===== config.mk =====
export PLATFORM = sky130hd
export DESIGN_NAME = fetch_buffer
export DESIGN_NICKNAME = d
export VERILOG_FILES = /design/src/rtl/constants.sv /design/src/rtl/wires.sv /design/src/rtl/fetch_fifo.sv /design/src/rtl/fetch_buffer.sv
export SDC_FILE = /design/constraint.sdc
export NUM_CORES = 1
export LEC_CHECK = 0
export CORE_AREA = 2 2 181 183
export CTS_BUF_LIST = sky130_fd_sc_hd__clkbuf_16
export CTS_CLUSTER_SIZE = 10
export DETAILED_ROUTE_END_ITERATION = 8
export DIE_AREA = 0 0 183 185
export DONT_BUFFER_PORTS = 1
export GPL_TIMING_DRIVEN = 1
export SETUP_SLACK_MARGIN = 0.05
export SLEW_MARGIN = 20
export SYNTH_ARGS = -nofsm -noshare
export SYNTH_HDL_FRONTEND = slang
export SYNTH_SLANG_ARGS = --single-unit
export TNS_END_PERCENT = 30

===== constraint.sdc =====
create_clock -name clock -period 5.95 [get_ports clock]
set_input_delay 0.2975 -clock clock [delete_from_list [all_inputs] [get_ports clock]]
set_output_delay 0.2975 -clock clock [all_outputs]
set_load 0.005 [all_outputs]

===== src/rtl/constants.sv =====
// Fetch-path constants: the nop substituted for faulting fetches and the fetch FSM states.
package constants;

    localparam logic [31:0] NOP_INSTR = 32'h0000_0013;

    typedef enum logic [1:0] {
        ST_INIT,
        ST_RUN,
        ST_HALT
    } fetch_state_e;

endpackage


===== src/rtl/wires.sv =====
// Bundled port views of the fetch buffer and the 65-bit buffered entry (instr, pc, fault).
package wires;

    typedef struct packed {
        logic        imem_ready;
        logic        imem_rvalid;
        logic [31:0] imem_rdata;
        logic        imem_error;
        logic        redirect;
        logic [31:0] redirect_pc;
        logic        instr_ready;
    } fetch_in_type;

    typedef struct packed {
        logic        imem_valid;
        logic [31:0] imem_addr;
        logic        instr_valid;
        logic [31:0] instr;
        logic [31:0] instr_pc;
        logic        instr_fault;
    } fetch_out_type;

    typedef struct packed {
        logic [31:0] instr;
        logic [31:0] pc;
        logic        fault;
    } fetch_entry_t;

endpackage


===== src/rtl/fetch_fifo.sv =====
// fetch_fifo: DEPTH-entry FIFO with synchronous flush; head shows EMPTY_VAL when empty.
// Latency: push visible at head next cycle; backpressure: push dropped when full unless popping.
module fetch_fifo #(
    parameter int               DEPTH     = 4,
    parameter int               WIDTH     = 65,
    parameter logic [WIDTH-1:0] EMPTY_VAL = '0
) (
    input  logic                         clock,
    input  logic                         reset,
    input  logic                         flush,
    input  logic                         push,
    input  logic [WIDTH-1:0]             wdata,
    input  logic                         pop,
    output logic [WIDTH-1:0]             rdata,
    output logic                         empty,
    output logic [$clog2(DEPTH+1)-1:0]   count
);
    localparam int AW = $clog2(DEPTH);
    localparam int CW = $clog2(DEPTH + 1);

    logic [WIDTH-1:0] mem_q [DEPTH];
    logic [AW-1:0]    wr_ptr_q, wr_ptr_d;
    logic [AW-1:0]    rd_ptr_q, rd_ptr_d;
    logic [CW-1:0]    count_q, count_d;
    logic             do_push, do_pop;

    always_comb begin
        do_pop   = pop && (count_q != '0);
        // A pop frees the head slot in the same cycle, so a full FIFO can still take a push.
        do_push  = push && ((count_q != CW'(DEPTH)) || do_pop);
        wr_ptr_d = wr_ptr_q;
        rd_ptr_d = rd_ptr_q;
        count_d  = count_q;
        if (flush) begin
            wr_ptr_d = '0;
            rd_ptr_d = '0;
            count_d  = '0;
        end else begin
            if (do_push) wr_ptr_d = wr_ptr_q + AW'(1);
            if (do_pop)  rd_ptr_d = rd_ptr_q + AW'(1);
            count_d = count_q + CW'(do_push) - CW'(do_pop);
        end
    end

    always_ff @(posedge clock or negedge reset) begin
        if (!reset) begin
            wr_ptr_q <= '0;
            rd_ptr_q <= '0;
            count_q  <= '0;
        end else begin
            wr_ptr_q <= wr_ptr_d;
            rd_ptr_q <= rd_ptr_d;
            count_q  <= count_d;
        end
    end

    always_ff @(posedge clock) begin
        if (do_push && !flush) mem_q[wr_ptr_q] <= wdata;
    end

    assign empty = (count_q == '0);
    assign count = count_q;
    assign rdata = empty ? EMPTY_VAL : mem_q[rd_ptr_q];

endmodule


===== src/rtl/fetch_buffer.sv =====
// fetch_buffer: issues sequential word fetches and queues in-order responses for the decoder.
// Latency: response to instr_valid 1 cycle (0 with FETCH_BYPASS_EN when empty and instr_ready).
// Backpressure: fetches stop once buffered + outstanding reach DEPTH; HALT after a faulting fetch.
module fetch_buffer
    import constants::*;
    import wires::*;
#(
    parameter logic [31:0] RESET_PC = 32'h0,
    parameter int          DEPTH    = 4
) (
    input  logic        clock,
    input  logic        reset,
    output logic        imem_valid,
    input  logic        imem_ready,
    output logic [31:0] imem_addr,
    input  logic        imem_rvalid,
    input  logic [31:0] imem_rdata,
    input  logic        imem_error,
    input  logic        redirect,
    input  logic [31:0] redirect_pc,
    output logic        instr_valid,
    input  logic        instr_ready,
    output logic [31:0] instr,
    output logic [31:0] instr_pc,
    output logic        instr_fault
);
    localparam int              CW          = $clog2(DEPTH + 1);
    localparam logic [CW:0]     DEPTH_W     = (CW+1)'(DEPTH);
    localparam fetch_entry_t    EMPTY_ENTRY = '{instr: NOP_INSTR, pc: 32'h0, fault: 1'b0};

    fetch_in_type  fin;
    fetch_out_type fout;

    fetch_state_e  state_q, state_d;
    logic [31:0]   addr_q, addr_d;
    logic [31:0]   resp_pc_q, resp_pc_d;
    logic [CW-1:0] out_cnt_q, out_cnt_d;
    logic [CW-1:0] disc_q, disc_d;

    logic [CW-1:0] fifo_cnt;
    logic          fifo_empty, fifo_push, fifo_pop;
    fetch_entry_t  fifo_head, resp_entry, head;
    logic [31:0]   redir_tgt;
    logic          resp_vld, resp_drop, resp_keep, bypass;
    logic          room, req_vld, req_fire;

    always_comb begin
        fin.imem_ready  = imem_ready;
        fin.imem_rvalid = imem_rvalid;
        fin.imem_rdata  = imem_rdata;
        fin.imem_error  = imem_error;
        fin.redirect    = redirect;
        fin.redirect_pc = redirect_pc;
        fin.instr_ready = instr_ready;
    end

    always_comb begin
        redir_tgt  = fin.redirect_pc & 32'hFFFF_FFFC;
        // Responses with nothing outstanding belong to pre-reset requests and are ignored.
        resp_vld   = fin.imem_rvalid && (out_cnt_q != '0);
        resp_drop  = resp_vld && (disc_q != '0);
        resp_keep  = resp_vld && (disc_q == '0) && !fin.redirect;
        resp_entry = '{instr: fin.imem_error ? NOP_INSTR : fin.imem_rdata,
                       pc:    resp_pc_q,
                       fault: fin.imem_error};

        room     = ({1'b0, fifo_cnt} + {1'b0, out_cnt_q}) < DEPTH_W;
        req_vld  = (state_q == ST_RUN) && !fin.redirect && room;
        req_fire = req_vld && fin.imem_ready;

`ifdef FETCH_BYPASS_EN
        bypass = resp_keep && fifo_empty && fin.instr_ready;
`else
        bypass = 1'b0;
`endif
        fifo_push = resp_keep && !bypass;
        fifo_pop  = !fin.redirect && !fifo_empty && fin.instr_ready;
        head      = bypass ? resp_entry : fifo_head;

        out_cnt_d = out_cnt_q + CW'(req_fire) - CW'(resp_vld);

        disc_d = disc_q;
        if (fin.redirect)   disc_d = out_cnt_q - CW'(resp_vld);
        else if (resp_drop) disc_d = disc_q - CW'(1);

        addr_d = addr_q;
        if (fin.redirect)  addr_d = redir_tgt;
        else if (req_fire) addr_d = addr_q + 32'd4;

        // Requests are contiguous since the last restart, so the next response pc is a counter.
        resp_pc_d = resp_pc_q;
        if (fin.redirect)   resp_pc_d = redir_tgt;
        else if (resp_keep) resp_pc_d = resp_pc_q + 32'd4;

        state_d = state_q;
        case (state_q)
            ST_INIT: state_d = ST_RUN;
            ST_RUN:  if (resp_keep && fin.imem_error) state_d = ST_HALT;
            ST_HALT: state_d = ST_HALT;
            default: state_d = ST_INIT;
        endcase
        if (fin.redirect) state_d = ST_RUN;

        fout.imem_valid  = req_vld;
        fout.imem_addr   = addr_q;
        fout.instr_valid = !fin.redirect && (!fifo_empty || bypass);
        fout.instr       = head.instr;
        fout.instr_pc    = head.pc;
        fout.instr_fault = head.fault;
    end

    always_ff @(posedge clock or negedge reset) begin
        if (!reset) begin
            state_q   <= ST_INIT;
            addr_q    <= RESET_PC;
            resp_pc_q <= RESET_PC;
            out_cnt_q <= '0;
            disc_q    <= '0;
        end else begin
            state_q   <= state_d;
            addr_q    <= addr_d;
            resp_pc_q <= resp_pc_d;
            out_cnt_q <= out_cnt_d;
            disc_q    <= disc_d;
        end
    end

    fetch_fifo #(
        .DEPTH     (DEPTH),
        .WIDTH     (65),
        .EMPTY_VAL (EMPTY_ENTRY)
    ) u_fifo (
        .clock (clock),
        .reset (reset),
        .flush (fin.redirect),
        .push  (fifo_push),
        .wdata (resp_entry),
        .pop   (fifo_pop),
        .rdata (fifo_head),
        .empty (fifo_empty),
        .count (fifo_cnt)
    );

    assign imem_valid  = fout.imem_valid;
    assign imem_addr   = fout.imem_addr;
    assign instr_valid = fout.instr_valid;
    assign instr       = fout.instr;
    assign instr_pc    = fout.instr_pc;
    assign instr_fault = fout.instr_fault;

endmodule


[Word-level counts from Yosys, hierarchy flattened]
Memories as Yosys holds them, arrays and structs flattened.
Cells that the tools add are included.
Storage, ports and cells
  bits in registers: 79
  bits in writable memories: 260
  input bits: 71
  output and inout port bits: 99
  word-level logic and storage cells: 70
  memories kept: 1
Operators by class
  add/subtract/negate cells: 11
  $lt $le $gt $ge: 1
  equality and inequality tests: 4
  multiplexer cells: 18
  reduce and logical (&&, ||, !) cells: 27
Memory list
  u_fifo.mem_q: depth 4, bits a word 65, rd ports 1, clocked after memory_dff 0, write ports 1, RTL line fetch_fifo.sv:21  | logic [WIDTH-1:0] mem_q [DEPTH];
Operators by type and width (count)
  $mux W32: 5
  $mux W65: 1
  $add A32 B3 Y32 const B: 2
  $logic_and A1 B1 Y1: 13
  $mux W2: 6
  $reduce_bool A2 Y1: 5
  $mux W3: 3
  $reduce_bool A3 Y1: 3
  $sub A3 B1 Y3: 3
  $add A3 B1 Y3: 2
  $logic_not A3 Y1: 2
  $pmux W2 S3: 1
  $add A2 B1 Y2 const B: 2
  $add A3 B3 Y4: 1
  $lt A4 B3 Y1 const B: 1
  $ne A3 B2 Y1 const B: 1
  $ne A3 B3 Y1 const B: 1
  $sub A3 B1 Y3 const B: 1
  $eq A2 B1 Y1 const B: 1
  $eq A2 B2 Y1 const B: 1
  $logic_not A1 Y1: 2
  $logic_not A2 Y1: 1
  $mux W1: 2
  $logic_or A1 B1 Y1: 1

[Depth between registers and ports, before layout]
Gate-level depths: netlist (run 1).
  depth in word-level cells: 10
  gate-level depth with buffers: 12
  depth with buffers taken out: 10

[Modules after synthesis]
A second synthesis (run 1) with hierarchy kept.
Second synthesis, totals
  cell total of the unflattened synthesis: 911
  area, all modules: 14567.7 um2
By module, submodules not included
  fetch_fifo: instances 1, cells an instance 459, area each 10276.1 um2, sequential area each 7982.7 um2
  fetch_buffer: instances 1, cells an instance 452, area each 4291.6 um2, sequential area each 1701.6 um2

[Worst setup path after synthesis (run 1)]
Ideal clock, no wire load.
  kind: reg-to-reg
  start point: reg out_cnt_q[1]
  end point: mem u_fifo.mem_q[0][0], enable pin
  setup time: 0.428 ns
  data arrival time: 2.885 ns
  required time: 5.522 ns
  slack: 2.637 ns
  stages on the path, launching flop included: 8
  buffers on the path: 2
  period minus slack after synthesis: 3.313 ns
  path through: dfrtp_1 o31ai_2 inv_1 and3_1 clkbuf_1 and3_1 buf_2 and2_1
Between the ends
  longest elaborated chain between the ends: 8
Ends and longest elaborated chain
  start, declared: RTL line fetch_buffer.sv:37  | logic [CW-1:0] out_cnt_q, out_cnt_d;
  start signal, assigned: RTL line fetch_buffer.sv:123  | out_cnt_q <= out_cnt_d;
  $reduce_bool A3 Y1: RTL line fetch_buffer.sv:60  | resp_vld = fin.imem_rvalid && (out_cnt_q != '0);
  $logic_and A1 B1 Y1: RTL line fetch_buffer.sv:60
  $logic_and A1 B1 Y1 (2 in a row): RTL line fetch_buffer.sv:62  | resp_keep = resp_vld && (disc_q == '0) && !fin.redirect;
  $logic_and A1 B1 Y1: RTL line fetch_fifo.sv:30  | do_push = push && ((count_q != CW'(DEPTH)) || do_pop);
  $logic_and A1 B1 Y1: RTL line fetch_fifo.sv:58  | if (do_push && !flush) mem_q[wr_ptr_q] <= wdata;
  $mux W1: RTL line fetch_fifo.sv:58
  $mux W1 (not written as such): RTL line fetch_fifo.sv:58
  end, declared: RTL line fetch_fifo.sv:21
Every way passes these cells.

[Worst setup path after layout (run 1)]
  start point: reg u_fifo.rd_ptr_q[0]
  end point: out instr_pc[16]
Between the ends
  longest elaborated chain between the ends: 2
Ends and longest elaborated chain
  start, declared: RTL line fetch_fifo.sv:23  | logic [AW-1:0] rd_ptr_q, rd_ptr_d;
  start signal, assigned: RTL line fetch_fifo.sv:52  | rd_ptr_q <= rd_ptr_d;
  $mem_v2 Z4 W65
  $mux W65: RTL line fetch_fifo.sv:63  | assign rdata = empty ? EMPTY_VAL : mem_q[rd_ptr_q];
  end, declared: RTL line fetch_buffer.sv:24  | output logic [31:0] instr_pc,
Every way passes these cells.

==> results of run 1 <==
==> metrics by stage <==
stage | util [%] | cell area (sq um) | setup WS (ns) | hold slack [ns]
after global routing | 49.80 | 15960 | 2.446 | 0.003002
final | 49.80 | 15960 | 2.695 | 0.02893
after global placement | 45.29 | 14510 | 3.004 | 0.004615
after detailed placement | 45.29 | 14510 | 2.984 | 0.004175
after floorplan | - | 14170 | 2.637 | 0.001909
after CTS | 49.80 | 15960 | 2.548 | 0.002162
==> routing by layer <==
metal	share of wire (%)	global-route usage, %	vias up
met5	0	0	-
met4	1.7	4.768	0
met3	5.4	3.578	38
met2	48	29.62	215
met1	45	25.17	3849
li1	-	-	3520
==> cell usage in the layout (no fill, tap or decap), types with 5 or more instances in the layout <==
cell type / count
nor4_1: 6
and3_1: 15
nor3_1: 13
xnor2_1: 33
xor2_1: 10
and2_1: 64
o311ai_0: 5
and4_1: 5
dfrtp_1: 73
a31oi_1: 6
nand2_1: 45
o21ai_0: 26
ha_1: 18
nand3_1: 23
a21oi_1: 9
inv_1: 43
nor2b_1: 31
dlygate4sd3_1: 31
clkbuf_16: 41
a21boi_0: 9
edfxtp_1: 252
nand2b_1: 6
mux2_2: 10
o211ai_1: 9
nand4_1: 28
or2_2: 7
mux4_2: 63
buf_4: 6
nor2_1: 25
==> registers in the layout, indices dropped and copies added (netlist names) <==
name and flops:
u_fifo.count 3, resp_pc_q 30, state_q 2, disc_q 3, out_cnt_q 3, imem_addr 30, u_fifo.rd_ptr_q 2, u_fifo.wr_ptr_q 2
u_fifo.mem_q 252
==> worst max-delay path by stage <==
| stage | depth (start not counted) | end |
|---|---|---|
| after CTS | 3 | instr_pc[16] |
| final | 3 | instr_pc[16] |
| after detailed placement | 5 | u_fifo.mem_q[1][38] |
| after global routing | 3 | instr_pc[16] |
| after global placement | 5 | u_fifo.mem_q[0][43] |
| after floorplan | 7 | u_fifo.mem_q[0][0] |
==> cell families after synthesis <==
family,after synthesis,share of synthesized area (%)
flip-flops,327,66.71
AND/OR/NAND/NOR,287,11.52
buffers and inverters,83,2.422
AO/OA/AOI/OAI,80,3.685
multiplexers,77,11.10
XOR/XNOR,43,2.660
adder cells (fa/ha/maj),20,1.874
other,1,0.02649
==> power by group through the flow <==
stage                     Clock, W  Sequential, W  Combinational (W)
after floorplan                  0        0.00277            0.00101
after global placement           0        0.00290            0.00118
after detailed placement         0        0.00291            0.00119
after CTS                  0.00212        0.00287            0.00124
after global routing       0.00221        0.00290            0.00134
final                      0.00206        0.00286            0.00120
==> layout make-up <==
cell class              instances  area (sq um)  area share, %
flip-flops and latches        327          9449          59.21
multi-input cells             511          4393          27.53
inverters                      30         112.6         0.7057
repair buffers                 39         402.9          2.525
clock inverters                16         63.81         0.3999
clock buffers                  41          1026          6.429
well taps                     408         510.5          3.199
==> metrics list, run 1 <==
- Ratio of total power to cell area: 383.3 nW/um^2
* Reg2reg setup slack: 3.03 ns
- Share of power burned in registers: 46.8%
- The wire-length estimate of the detail-placed layout is 17060 um.
- The longest clock path from root to sink contains 3 buffers.
* Final number of setup-violating endpoints: 0
* Height of the die: ~190 um
- Hold EP: u_fifo.mem_q[0][33]
- Number of max-slew violations in the final report: 0
- Static Leakage: between 5 and 6 nW
- Mapped cell area: 14160 sq um
- Mean instance size in the synthesized netlist: 15.42 sq um
- The repair_antennas step left the layout with diodes totalling 0.
- Entering global routing, the biggest net connects 76 pins.
- Counting every sink on the clock net gives 327.
- Drt pass-1 iters: 4
- Post-route minimum period: 3.255 ns
- Achievable clock frequency: approximately 300 MHz
- Cell type contributing the most total cell area after synthesis: edfxtp_1
- Of the total power, the clock network draws 33.6%.
- Die area: 33860 sq um
* Run status: finished clean
* Part of the power in combinational logic: between 10% and 20%
* Library cell with the highest instance count after synthesis: edfxtp_1
- Number of buffers created by CTS: 39
- Including well taps, the total number of placed cells is 1282.
- Skew final: 0.01516 ns
- Max stage delay on crit path: 1.03 ns
- In this run the worst setup path begins at u_fifo.rd_ptr_q[0].
* Worst supply voltage drop on vdd: 0.1840 mV
* Via count of the first global-routing pass: 8014
* Start-to-end type of the worst setup path: reg -> out
* Share of synthesized registers carrying an async set or reset: 22.94%
* Die outline width: 183 um
* Clock tree root driver cell: clkbuf_16
- Vias per cell: 5.555
- Cell types with the highest counts after synthesis: 252 x edfxtp_1, 75 x dfrtp_1, 68 x and2_1
* Worst min-delay path category: in -> reg
- Global routing used 18.16% of the available tracks.
* Internal power component: 0.004409 W
* Post-CTS setup-driven buffer insertion count: 0
- For the worst setup path, the data required time is 5.65 ns.
- Transition at the pin with the smallest max-transition slack: 1.019 ns
- Clock transition at the registers of the reported paths: approximately 0.05 ns
* Latest clock arrival within the worst-skew pair: around 0.52 ns
- The number of buffers and inverters on the critical path is 1.
* Fill cell total of the finished layout: 2734
* Source of the worst register-to-register timing path: out_cnt_q[1]
- For this run, the number of Yosys warnings is 0.
- Of the synthesized area, sequential elements account for 66.71%.
* Worst path cell trace: buf_4 > mux4_2 > and2_1
- Global-route wire length before repair: 46890 um
- Grouping stages by cell kind, the critical path spends the most delay in flip-flops.
- In the synthesized netlist the dominant register cell turns out to be edfxtp_1.
* Post-route ant nets: 0
* Via total after detailed routing: 7622
* Synth top area cells: edfxtp_1 53%, dfrtp_1 13%, mux4_2 10%
* Max Fanout on Critical Path: 43
- Number of endpoints with negative hold slack in the final report: 0
- Row Count: 66
- Number of cells on the worst hold path: 1
- The total area inside the core boundary comes to 32040 sq um.
* DR DRC count: 0
* Fraction of layout instances using a drive strength above 1: 15.04%
* Wirelength, routed: between 30000 and 40000 um
- The initial antenna violation count is 0.
- Setup repair after global routing missed its margin: no
- Non-filler instance count after layout: 1372
* PostCTS Resize Cnt: 0
- After global routing the overflow that remains totals 0.
- For this configuration, the core starts out at a cell density of around 44%.
* Slowest cell on crit path: dfrtp_4
- STA classifies the critical path startpoint as a register.
- Count of flip-flops with a built-in enable after synthesis: 252
- Growth of design area from synthesis to finish: 12.72%
* Post-detailed-route wirelength per cell: approximately 22 um
- Counting flops and latches in the post-synthesis netlist gives approximately 330.
- Counting cells, the worst reg-to-reg path comes to 11.
* Tot Pwr: about 0.006 W
- STA classifies the critical path endpoint as an output pin.
- The worst register-to-register path ends at out_cnt_q[2].
* Net switching share of the total power: 27.91%
- Gate count of the mapped netlist: between 900 and 1000
- Post-route fraction of the period consumed by the critical path: 54.71%
- Level count of the clock H-tree: 2
- At the end of routability-driven placement, the weighted congestion stood at 0.8202.
- Worst hold start: imem_rdata[0]
- In this run the tool buffered the top-level ports with 0 buffer cells.
* CP Data Arrival Time: 2.96 ns
- Net count, final: about 1000
* Number of violations of the max-capacitance limit: 0
- The number of different library cells used by synthesis comes to 54.
- Switching power: 0.001707 W
* Clock tree from TritonCTS: yes
- I/O pin count: 170
- Worst slew margin relative to its limit: between 30% and 40%
- The synthesized design devotes to its leading area cell type 53.45% of total area.
* Hold_buf cts: 33
- Adding up every negative setup slack in the final design gives 0 ns.
- Initial detailed-routing violation count: 542
Power figures use the tool's default switching activity.
==> run 2: changes to the inputs <==
==> constraint.sdc (replaced) <==
create_clock -name clock -period 3.2 [get_ports clock]
set_input_delay 0.16 -clock clock [delete_from_list [all_inputs] [get_ports clock]]
set_output_delay 0.16 -clock clock [all_outputs]
set_load 0.005 [all_outputs]
==> metrics list, run 2 (synthesized netlist as in run 1, its figures left out) <==
- Standard cell area after detailed placement: 14690 sq um
- Port Buf Inserts: 0
- For flop-to-flop paths, the worst setup slack is 0.36 ns.
* Die outline width: ~180 um
- Initial cell density of the core: 44.19%
- The path with the worst hold slack has its endpoint at u_fifo.wr_ptr_q[0].
- The floorplan step defined a die boundary enclosing about 34000 sq um.
- End-of-flow core utilization: 51.50%
* Worst Setup End Kind: register
- More flip-flops sit in one register than any other, and that register is u_fifo.mem_q.
* Bufs on Longest Clock Path: 3
- Via count of the first global-routing pass: 8159
- Number of endpoints with negative hold slack in the final report: 0
- Height of the die: 185 um
* Number of violations of the max-capacitance limit: 0
- Vias per cell: about 5.6
* Number of sinks on the clock net: about 330
- The register with the most flip-flops in the layout has around 250 of them.
* Internal power component: roughly 0.008 W
- Worst supply voltage drop on vdd: approximately 0.35 mV
- Global Route Usage Sum: a little under a fifth
- Compared with the post-synthesis result, the final layout area differs by 16.55%.
* Drt pass-1 iters: 7
- The first global-routing pass estimated 46820 um of wire.
* Clock transition at the registers of the reported paths: 0.06 ns
- Placed wire-length estimate: ~19000 um
- Net switching is 28.06% of the power.
- The share of total power dissipated in sequential elements is 46.1%.
- In this run the core area contains 66 standard-cell rows.
- The worst register-to-register path begins at out_cnt_q[1].
- In this run the worst path has a maximum fanout of 8.
* Number of cells on the worst hold path: 3
- Non-filler instance count after layout: 1425
- Via total after detailed routing: 7921
* Post-route fraction of the period consumed by the critical path: 88.68%
- Ratio of total power to cell area: around 690 nW/um^2
- Top library cells by usage in the layout, fill and taps aside: 252 x edfxtp_1, 73 x dfrtp_1, 68 x dlygate4sd3_1
* PostCTS Resize Cnt: 0
- Placed Cells incl. Taps: around 1300
* Number of max-slew violations in the final report: 0
* Clock share of power: around 33%
- Clock tree from TritonCTS: yes
- The endpoint identified for the worst register-to-register timing path is u_fifo.count[0].
- Start-to-end type of the worst setup path: reg -> reg
- Setup violations remaining at the end of the flow were counted as 0.
* Part of the power in combinational logic: about a fifth
* Transition at the pin with the smallest max-transition slack: 0.6923 ns
- The H-tree was split into 2 levels.
* Worst hold start: redirect
- In this run the tightest slew margin relative to its limit is roughly 54%.
- Wirelength, routed: 30360 um
- The finished cells cover 16500 sq um.
* Gpl congestion: 0.8183
* Switching power: 0.003191 W
* CP Data Arrival Time: 3.23 ns
* Most common library cell in the layout ignoring fill and taps: edfxtp_1
- After detailed routing, the average wire length per cell comes to 21.31 um.
- Counting I/O delays and the setup requirement, the final critical path takes 2.838 ns.
- Setup repair after global routing left no endpoint under its margin.
- The initial antenna violation count came to 2.
- Skew final: between 0.006 and 0.007 ns
- Standard cell core area: 32040 sq um
- Summed over all cells, the static leakage comes to 5.682 nW.
- Fraction of layout instances using a drive strength above 1: 15.37%
- Number of buffers created by CTS: 39
- Critical path launch point type: register
- The total overflow left after global routing is 0.
* Net count, final: 1089
* Post-route ant nets: 0
- The layout has 2671 filler cells.
- During I/O placement, the number of pins put on the boundary was 170.
- Run status: finished clean
- Clock latency on the worst-skew pair, taken at its later pin, is 0.51 ns.
- Initial detailed-routing violation count: ~520
* Achievable clock frequency: 352.4 MHz
- Entering global routing, the biggest net connects 76 pins.
- R2r worst-path depth: 7
* DR DRC count: 0
- For the worst setup path, the data required time is 3.59 ns.
* Worst min-delay path category: in -> reg
- Clock tree root driver cell: clkbuf_16
run 2: layout make-up:
type | count | area (sq um) | area share [%]
repair buffers | 89 | 978.4 | 5.930
inverters | 30 | 112.6 | 0.6824
diodes | 2 | 5.005 | 0.03033
well taps | 408 | 510.5 | 3.094
multi-input cells | 511 | 4393 | 26.62
flip-flops and latches | 327 | 9449 | 57.26
clock inverters | 19 | 76.32 | 0.4625
clock buffers | 39 | 975.9 | 5.914
run 2: worst max path at each step:
stage | start | depth (start not counted) | endpoint
global route | out_cnt_q[1] | 7 | u_fifo.count[0]
detailed placement | out_cnt_q[1] | 10 | out_cnt_q[2]
global placement | out_cnt_q[1] | 10 | out_cnt_q[1]
finish | out_cnt_q[1] | 7 | u_fifo.count[0]
CTS | out_cnt_q[1] | 7 | u_fifo.count[0]
floorplan | out_cnt_q[1] | 7 | u_fifo.mem_q[2][0]
run 2: power groups by stage:
stage,clock network (W),logic (W),registers (W)
finish,0.00372,0.00241,0.00524
CTS,0.00383,0.00249,0.00524
detailed placement,0,0.00236,0.00533
floorplan,0,0.00187,0.00515
global route,0.00399,0.00270,0.00529
global placement,0,0.00232,0.00532
run 2: per-stage QoR:
step / setup slack [ns] / power [W] / hold WS (ns) / TNS [ns]
2_1_floorplan: -0.1129 / 0.007021 / -0.1356 / -14.22
3_3_place_gp: 0.6295 / 0.007631 / -0.1337 / 0
3_5_place_dp: 0.5622 / 0.007684 / -0.1339 / 0
4_1_cts: 0.3324 / 0.01157 / 0.09877 / 0
5_1_grt: 0.2164 / 0.01198 / 0.1240 / 0
6_report: 0.3623 / 0.01137 / 0.1170 / 0
run 2: routing by layer:
metal / wire, um / GRT usage, % / vias to the layer above / share of wire [%]
met5: 0 / 0 / - / 0
li1: - / - / 3621 / -
met2: 14650 / 30.03 / 236 / 48
met3: 1887 / 4.050 / 38 / 6.2
met1: 13280 / 24.12 / 4026 / 44
met4: 547 / 5.120 / 0 / 1.8
run 2: what timing repair did:
| item | in CTS | in global routing |
|---|---|---|
| hold buffers | 71 | 0 |
| setup buffers | 0 | 0 |
| endpoints found under the hold margin | 276 | 0 |
run 2: worst max-delay path, stage by stage (launching register included):
cell and delay (ns):
dfrtp_1 0.46, o31ai_2 0.45, inv_1 0.22, and3_1 0.31, and3_1 0.30, ha_1 0.30, nor2b_1 0.12, dlygate4sd3_1 0.56
==> run 3: changes to the inputs <==
==> constraint.sdc (replaced) <==
create_clock -name clock -period 2.8 [get_ports clock]
set_input_delay 0.14 -clock clock [delete_from_list [all_inputs] [get_ports clock]]
set_output_delay 0.14 -clock clock [all_outputs]
set_load 0.005 [all_outputs]
==> metrics list, run 3 (synthesized netlist as in run 1, its figures left out) <==
- After clock tree synthesis, the setup repair step added 0 buffers.
* Final number of setup-violating endpoints: 0
* Setup repair after global routing missed its margin: no
- Level count of the clock H-tree: 2
- Hold_buf cts: between 60 and 70
* Destination of the worst register-to-register timing path: out_cnt_q[2]
- The initial antenna violation count is 0.
- After clock tree synthesis, the repair step resized 0 gates.
- Gpl congestion: between 0.8 and 0.9
- Fraction of layout instances using a drive strength above 1: 16.40%
- The detailed router placed 7917 vias in this run.
- Static Leakage: 5.726 nW
* Die outline width: around 180 um
* Skew final: 0.01340 ns
- For the worst flop-to-flop path, the logic depth is 10.
- Minimum setup slack in the final design: 0.3313 ns
* Bufs on Longest Clock Path: 3
- The first global-routing pass estimated between 40000 and 50000 um of wire.
- Global routing used 17.97% of the available tracks.
* Start-to-end type of the worst setup path: reg -> reg
* Post-route ant nets: 0
- Post-placement worst setup slack: a little over 0.3 ns
- Max stage delay on crit path: between 0.4 and 0.5 ns
* Number of endpoints with negative hold slack in the final report: 0
- In this run the tightest slew margin relative to its limit is 56.11%.
- Worst path cell trace: ha_1 > nor4_1 > and4_1 > inv_2 > ha_1 > inv_1 > ha_1 > inv_1 > fa_1 > xnor2_1
* Source of the worst register-to-register timing path: out_cnt_q[1]
- Die area: 33860 sq um
- Slowest cell on crit path: dfrtp_1
- Growth of design area from synthesis to finish: 17.39%
* Number of cells on the worst hold path: 3
* Worst Setup End Kind: register
- After detailed routing, the number of vias per cell comes to 5.552.
- Once the floorplan was initialized, standard cells occupied 44.19% of the core.
- Standard cell core area: 32040 sq um
* Run status: finished clean
- Achievable clock frequency: ~400 MHz
- Number of max-slew violations in the final report: 0
- Post-route minimum period: 2.469 ns
* Initial detailed-routing violation count: between 400 and 500
- Height of the die: 185 um
* Post-detailed-route wirelength per cell: approximately 21 um
- The register with the most flip-flops in the layout has 252 of them.
- Leaving out fill and tap cells, the most frequent cells in the layout are 252 x edfxtp_1, 73 x dfrtp_1, 66 x dlygate4sd3_1.
* DR DRC count: 0
- The completed layout was analyzed and its total power is 0.01322 W.
- End-of-flow core utilization: 51.87%
- Worst hold start: redirect
- Number of buffers created by CTS: 39
- Worst path most repeated cell: ha_1
- After the last flow step, the layout net total stands at between 1000 and 1500.
- The cell sitting at the root of the clock tree is a clkbuf_16.
- VDD sags by at most approximately 0.39 mV.
* Number of sinks on the clock net: 327
- After detailed routing, the total wire length is approximately 30000 um.
- The via count of the first global-routing pass was 8256.
- Global route total overflow: 0
- Placed Cells incl. Taps: 1301
- At the later pin of the worst-skew pair, clock insertion delay measures around 0.52 ns.
* Row Count: 66
* Critical path launch point type: register
- The worst hold path terminates at u_fifo.wr_ptr_q[0].
- The min-delay analysis places its worst path in the category in -> reg.
- Number of violations of the max-capacitance limit: 0
* Most common library cell in the layout ignoring fill and taps: edfxtp_1
- For this design the top-level I/O count stands at 170.
- Entering global routing, the biggest net connects 76 pins.
* Clock tree from TritonCTS: yes
- After the flow finishes, the layout carries non-filler instances totaling 1426.
- Required time of the critical path: 3.19 ns
- Reg2reg setup slack: between 0.3 and 0.4 ns
* Placed wire-length estimate: 18570 um
- At the worst endpoint, the arrival time is 2.86 ns.
* Number of diodes added for antenna fixing: 0
* Max Fanout on Critical Path: 5
- Register with the most flip-flops: u_fifo.mem_q
- At the pin with the least slew margin, the transition time is 0.6533 ns.
- Dividing the final minimum period by the clock period gives about nine tenths.
- Clock transition at the registers of the reported paths: approximately 0.05 ns
- Before antenna repair, the detailed router went through 5 iterations.
- For this design the ratio of total power to cell area is 795.6 nW/um^2.
- During placement, the flow inserted port buffers numbering 0.
[run 3: metal layers]
metal  vias up  share of wire, %  GRT usage [%]
li1       3626                 -              -
met2       228                48          30.06
met4         0               1.7          4.352
met3        40               5.9          3.972
met1      4023                44          24.09
met5         -                 0              0
[run 3: layout make-up]
class,instances,area (sq um)
Clock buffer,40,1001
Sequential cell,327,9449
Clock inverter,16,105.1
Tap cell,408,510.5
Fill cell,2649,15420
Inverter,30,112.6
Multi-Input combinational cell,511,4393
Timing Repair Buffer,94,1049
[run 3: per-stage QoR]
| stage | TNS, ns | cell area [sq um] | hold slack, ns |
|---|---|---|---|
| finish | 0 | 16620 | 0.1104 |
| global route | 0 | 16620 | 0.1320 |
| CTS | 0 | 16620 | 0.09896 |
| detailed placement | 0 | 14780 | -0.1538 |
| global placement | 0 | 14780 | -0.1536 |
| floorplan | -64.62 | 14170 | -0.1556 |
[run 3: how the worst max path moves through the flow]
stage,from,end,slack (ns),cells after the start
global placement,out_cnt_q[1],out_cnt_q[1],0.36,10
floorplan,out_cnt_q[1],u_fifo.mem_q[2][0],-0.51,7
global route,out_cnt_q[1],out_cnt_q[2],0.10,10
finish,out_cnt_q[1],out_cnt_q[2],0.33,10
CTS,u_fifo.rd_ptr_q[0],instr_pc[25],0.26,3
detailed placement,out_cnt_q[1],out_cnt_q[2],0.30,10
[run 3: power by group]
| group | internal (W) | leakage (nW) | switching, W | total, W |
|---|---|---|---|---|
| Combinational | 0.00133 | 1.97 | 0.00147 | 0.00281 |
| Sequential | 0.00558 | 3.18 | 0.000414 | 0.00599 |
| Clock | 0.00263 | 0.583 | 0.00179 | 0.00442 |
| Total | 0.00955 | 5.73 | 0.00368 | 0.0132 |
[run 3: worst max-delay path, delay by kind of cell (launching register included)]
kind	cells	cell delay, ns
adders and majority gates	4	0.99
and+or+nand+nor	2	0.61
DFF	1	0.46
buffers and inverters	3	0.17
xor gates and xnor gates	1	0.13
